`src/rtl/bcd_pkg.sv`:
```
// Shared constants for the BCD count-and-display controller: blank pattern,
// active-low 7-segment codes for 0..9 and the largest legal BCD digit.
package bcd_pkg;

   localparam logic [7:0] SEG_BLANK = 8'hFF;
   localparam logic [3:0] BCD_MAX   = 4'd9;

   // Entry n is the active-low {dp,g..a} pattern for digit n; dp stays off.
   localparam logic [9:0][7:0] SEG_CODES = {
      8'h90, 8'h80, 8'hF8, 8'h82, 8'h92,
      8'h99, 8'hB0, 8'hA4, 8'hF9, 8'hC0
   };

   function automatic logic [3:0] bcdSanitize(input logic [3:0] nib);
      return (nib > BCD_MAX) ? 4'd0 : nib;
   endfunction

endpackage

```
`src/rtl/bcd_seg_dec.sv`:
```
// Combinational BCD to active-low common-anode segment decoder; codes above 9
// produce a dark digit.
module bcd_seg_dec
   import bcd_pkg::*;
(
   input  logic [3:0] bcd_i,
   output logic [7:0] seg_o
);

   always_comb begin
      seg_o = SEG_BLANK;
      case (bcd_i)
         4'd0:    seg_o = SEG_CODES[0];
         4'd1:    seg_o = SEG_CODES[1];
         4'd2:    seg_o = SEG_CODES[2];
         4'd3:    seg_o = SEG_CODES[3];
         4'd4:    seg_o = SEG_CODES[4];
         4'd5:    seg_o = SEG_CODES[5];
         4'd6:    seg_o = SEG_CODES[6];
         4'd7:    seg_o = SEG_CODES[7];
         4'd8:    seg_o = SEG_CODES[8];
         4'd9:    seg_o = SEG_CODES[9];
         default: seg_o = SEG_BLANK;
      endcase
   end

endmodule

```
`src/rtl/bcd_disp_ctrl.sv`:
```
// Cascaded BCD counter with prescaled tick and parallel load, time-multiplexed
// onto one active-low 7-segment bus with optional leading-zero blanking.
module bcd_disp_ctrl
   import bcd_pkg::*;
#(
   parameter int DIGITS   = 4,
   parameter int TICK_DIV = 50000,
   parameter int SCAN_DIV = 1000
)(
   input  logic                clk,
   input  logic                rst_syn,
   input  logic                en,
   input  logic                load,
   input  logic [4*DIGITS-1:0] load_val,
   input  logic                lzb,
   output logic [4*DIGITS-1:0] count_bcd,
   output logic                carry_out,
   output logic [7:0]          seg_out,
   output logic [DIGITS-1:0]   dig_sel
);

   localparam int PW = $clog2(TICK_DIV);
   localparam int SW = $clog2(SCAN_DIV);
   localparam int IW = $clog2(DIGITS);

   localparam logic [PW-1:0] PRESC_LAST = PW'(TICK_DIV - 1);
   localparam logic [SW-1:0] SCAN_LAST  = SW'(SCAN_DIV - 1);
   localparam logic [IW-1:0] IDX_LAST   = IW'(DIGITS - 1);

   logic [PW-1:0]         presc_q, presc_d;
   logic [4*DIGITS-1:0]   count_q, count_d;
   logic                  carry_q, carry_d;
   logic [SW-1:0]         scan_q, scan_d;
   logic [IW-1:0]         idx_q, idx_d;
   logic [7:0]            seg_q, seg_d;
   logic [DIGITS-1:0]     dig_q, dig_d;

   logic                  tick;
   logic [DIGITS:0]       lowAllNine;
   logic [DIGITS:0]       upperZero;
   logic [3:0]            curNib;
   logic [7:0]            decSeg;
   logic                  blankDigit;

   assign tick = en && (presc_q == PRESC_LAST);

   always_comb begin
      presc_d = presc_q;
      if (load) begin
         presc_d = '0;
      end else if (en) begin
         presc_d = tick ? '0 : presc_q + PW'(1);
      end
   end

   // lowAllNine[i]: every digit below i is 9; upperZero[i]: digit i and above are 0.
   always_comb begin
      logic nineAcc;
      logic zeroAcc;
      nineAcc = 1'b1;
      for (int i = 0; i < DIGITS; i++) begin
         lowAllNine[i] = nineAcc;
         nineAcc = nineAcc && (count_q[4*i +: 4] == BCD_MAX);
      end
      lowAllNine[DIGITS] = nineAcc;
      zeroAcc = 1'b1;
      upperZero[DIGITS] = 1'b1;
      for (int i = DIGITS - 1; i >= 0; i--) begin
         zeroAcc = zeroAcc && (count_q[4*i +: 4] == 4'd0);
         upperZero[i] = zeroAcc;
      end
   end

   for (genvar i = 0; i < DIGITS; i++) begin : gDigit
      logic [3:0] cur;
      logic [3:0] nibD;
      assign cur = count_q[4*i +: 4];
      always_comb begin
         nibD = cur;
         if (load) begin
            nibD = bcdSanitize(load_val[4*i +: 4]);
         end else if (tick && lowAllNine[i]) begin
            nibD = (cur == BCD_MAX) ? 4'd0 : cur + 4'd1;
         end
      end
      assign count_d[4*i +: 4] = nibD;
   end

   assign carry_d = tick && !load && lowAllNine[DIGITS];

   always_comb begin
      scan_d = scan_q + SW'(1);
      idx_d  = idx_q;
      if (scan_q == SCAN_LAST) begin
         scan_d = '0;
         idx_d  = (idx_q == IDX_LAST) ? '0 : idx_q + IW'(1);
      end
   end

   assign curNib     = count_q[{idx_q, 2'b00} +: 4];
   assign blankDigit = lzb && (idx_q != '0) && upperZero[idx_q];

   bcd_seg_dec uSegDec (
      .bcd_i (curNib),
      .seg_o (decSeg)
   );

   // Slot start is dead time so the previous digit's segments never ghost.
   always_comb begin
      seg_d = SEG_BLANK;
      dig_d = '1;
      if (scan_q != '0) begin
         dig_d = ~(DIGITS'(1) << idx_q);
         seg_d = blankDigit ? SEG_BLANK : decSeg;
      end
   end

   always_ff @(posedge clk) begin
      if (!rst_syn) begin
         presc_q <= '0;
         count_q <= '0;
         carry_q <= 1'b0;
         scan_q  <= '0;
         idx_q   <= '0;
         seg_q   <= SEG_BLANK;
         dig_q   <= '1;
      end else begin
         presc_q <= presc_d;
         count_q <= count_d;
         carry_q <= carry_d;
         scan_q  <= scan_d;
         idx_q   <= idx_d;
         seg_q   <= seg_d;
         dig_q   <= dig_d;
      end
   end

   assign count_bcd = count_q;
   assign carry_out = carry_q;
   assign seg_out   = seg_q;
   assign dig_sel   = dig_q;

endmodule

```
`config.mk`:
```
export PLATFORM = sky130hd
export DESIGN_NAME = bcd_disp_ctrl
export DESIGN_NICKNAME = d
export VERILOG_FILES = /design/src/rtl/bcd_pkg.sv /design/src/rtl/bcd_seg_dec.sv /design/src/rtl/bcd_disp_ctrl.sv
export SDC_FILE = /design/constraint.sdc
export NUM_CORES = 1
export LEC_CHECK = 0
export ABC_AREA = 0
export CAP_MARGIN = 20
export CORE_ASPECT_RATIO = 0.8
export CORE_MARGIN = 8
export CORE_UTILIZATION = 53
export DETAILED_ROUTE_END_ITERATION = 10
export GPL_TIMING_DRIVEN = 0
export PLACE_DENSITY = 0.84
export SYNTH_ARGS = -nofsm -noshare
export SYNTH_HDL_FRONTEND = slang
export SYNTH_SLANG_ARGS = --single-unit
```
`constraint.sdc`:
```
create_clock -name clk -period 2.25 [get_ports clk]
set_input_delay 0.225 -clock clk [delete_from_list [all_inputs] [get_ports clk]]
set_output_delay 0.225 -clock clk [all_outputs]
set_load 0.01 [all_outputs]
```
==> metrics.cfg <==
[status]
status=completed

[sta]
fin_crit_ns=2.03
slew-limit-headroom=0.646
max_freq_mhz=492
fin_skew_ns=0.00932
tightest_slew_ns=0.531
rsz0062_at_grt=false
hold_violations=0
fin_ws_ns=0.219
post-route-period-util=0.903
setup_viol=0
final-max-slew-violation-count=0

[worst_setup_path]
cp-end-kind=flip-flop
crit_path_max_fanout=10
critPathRequiredTime_ns=2.46
startpoint_type=flip-flop
reg2reg_depth=6
critPathKind=flip-flop to flip-flop
cp.arrival_ns=2.24
cp-endpoint=count_bcd[15]
worstReg2RegStart=count_bcd[8]
rr_endpoint=count_bcd[15]
startpoint=count_bcd[8]
rrSetupSlack_ns=0.22

[global_routing]
grt_pass1_vias=2633
grt_overflow=0
grt_max_degree=17
grt_pass1_wl_um=13000
antenna_found_initial=0
grt_util_all_layers=0.186

[placed_design]
gp_routability_congestion=0.816
numPlacedInstances=483
hpwl_um=5740
portBuffers=48
pre_cts_ws_ns=-0.149
dpl-instance-area_um2=3610

[logic_synthesis]
ys_seq_area_frac=0.370
avgSynthCellArea_um2=8.49
syn_inst=357
synthesis.area_um2=3030
synth_largest_area_cell=dfxtp_1
synthFlopType=dfxtp_1
synth_seq_cells=56
syn-num-nets=390
synth_top_area_share=0.370
synth-edff-count=0
synth_cell_types=52
ys_warn_count=0
async_reset_ff_frac=0
synth_area_leaders=dfxtp_1 (37%), ha_1 (5.0%), xnor2_1 (4.9%)

[cts]
cts_hold_buf=0
htree_levels=2
cts_made_buffers=5
tritoncts=done
clock_path_buffers=2
cts.sinks=56
root_buffer=clkbuf_8
clk_latency_ns=0.31
clkSlewWorstSetupHoldPaths_ns=0.10

[final_layout]
fin_cells=491
final_common_cell=dfxtp_1
drive_gt1_frac=0.0630
area_delta_synth_final_pct=22.4
final_cell_mix=dfxtp_1 (56), clkdlybuf4s50_1 (48), nand2_1 (38), nor2_1 (36), o21ai_0 (22)
fillerInstances=473
final_cell_area_um2=3710
nets=445
num_antenna_cells=0

[route]
first_iter_violations=269
drt-total-wl_um=7610
final_antenna_net_count=0
via_per_inst=5.73
drt_first_pass_iters=4
drcViolationCount=0
vias=2815
wl_per_cell_um=15.5

[power]
powerDensity_nw_per_um2=517
ir_drop_v=0.000302
p_leak_nw=1.34
finalPower_mw=1.92

[floorplan]
die_h_um=83.6
coreArea_um2=5500
dieArea_um2=8410
io_pins=50
die_w_um=101
initial_core_util=0.551
core.rowCount=24

[flow_run]
cap_violations=0

[hold_path]
hp-class=flip-flop to flip-flop

## where the power goes
group | switching (mW) | internal [mW]
combinational | 0.139 | 0.142
clock | 0.327 | 0.251
sequential | 0.0339 | 1.02
total | 0.500 | 1.42
## sequential cells by signal, summed over array words and instances (netlist names)
register / count
carry_out: 1
scan_q: 10
count_bcd: 16
dig_sel: 4
seg_out: 7
presc_q: 16
idx_q: 2
## worst min path at each step
stage / start / depth (start not counted) / slack [ns] / end
3_5_place_dp: scan_q[0] / 1 / 0.45 / scan_q[0]
3_3_place_gp: scan_q[0] / 1 / 0.44 / scan_q[0]
5_1_grt: scan_q[0] / 1 / 0.51 / scan_q[0]
6_report: scan_q[0] / 1 / 0.48 / scan_q[0]
4_1_cts: scan_q[0] / 1 / 0.48 / scan_q[0]
2_1_floorplan: load_val[3] / 2 / 0.33 / count_bcd[3]
## timing repair
| action | CTS | global route |
|---|---|---|
| resized for setup | 0 | 2 |
| buffers inserted | 0 | 0 |
| setup endpoints to repair | 0 | 11 |
## cell families after synthesis
group,count (synthesis),share of synthesized area
buf+inv,30,0.0397
other cells,1,0.00124
compound gates,60,0.119
flops,56,0.370
xor+xnor,28,0.0810
simple gates,162,0.297
mux,8,0.0430
fa+ha+maj,12,0.0496
## layer usage
layer	vias up	GRT usage	wire, um
met5	-	0	0
met4	0	0.0603	105
met3	13	0.0433	553
met2	108	0.296	3550
met1	1329	0.239	3400
li1	1365	-	-
## worst max-delay path, cell delays in order, from the launching register on
cell and delay [ns]:
dfxtp_1 0.34, clkbuf_1 0.38, nand4bb_1 0.24, or3_1 0.39, nor4_4 0.22, nor3b_1 0.09, a211o_1 0.28
## synthesized netlist by cell type (2+ instances only)
library cell	instances
dfxtp_1	56
nand2_1	38
nor2_1	37
o21ai_0	22
a21oi_1	17
inv_1	17
xnor2_1	17
nand3_1	16
ha_1	12
xor2_1	11
and3_1	10
nor3_1	10
clkbuf_1	8
nand2b_1	7
nand4_1	6
nor2b_1	6
nor3b_1	5
mux2i_1	4
mux4_2	4
nand3b_1	4
nor4_1	4
a211oi_1	3
and4bb_2	3
buf_2	3
o22ai_1	3
or3_1	3
a211o_1	2
a22o_1	2
and4_1	2
nor4b_1	2
o221ai_1	2
## stage by stage
| stage | util | setup TNS (ns) | hold WS, ns |
|---|---|---|---|
| after floorplan | - | 0 | 0.332 |
| after global placement | 0.656 | -0.614 | 0.442 |
| after detailed placement | 0.656 | -1.39 | 0.455 |
| after CTS | 0.673 | 0 | 0.478 |
| after global routing | 0.675 | 0 | 0.510 |
| final | 0.675 | 0 | 0.479 |
## cell type report
cell class	count	area [um2]	share of cell area
plain buffers	12	52.6	0.0142
clock buffers	7	86.3	0.0233
clock inverters	1	7.51	0.00202
inverters	18	67.6	0.0182
multi-input cells	271	1800	0.484
flip-flops and latches	56	1120	0.302
well taps	78	97.6	0.0263
repair buffers	48	480	0.130
(Power assumes the default switching activity.)
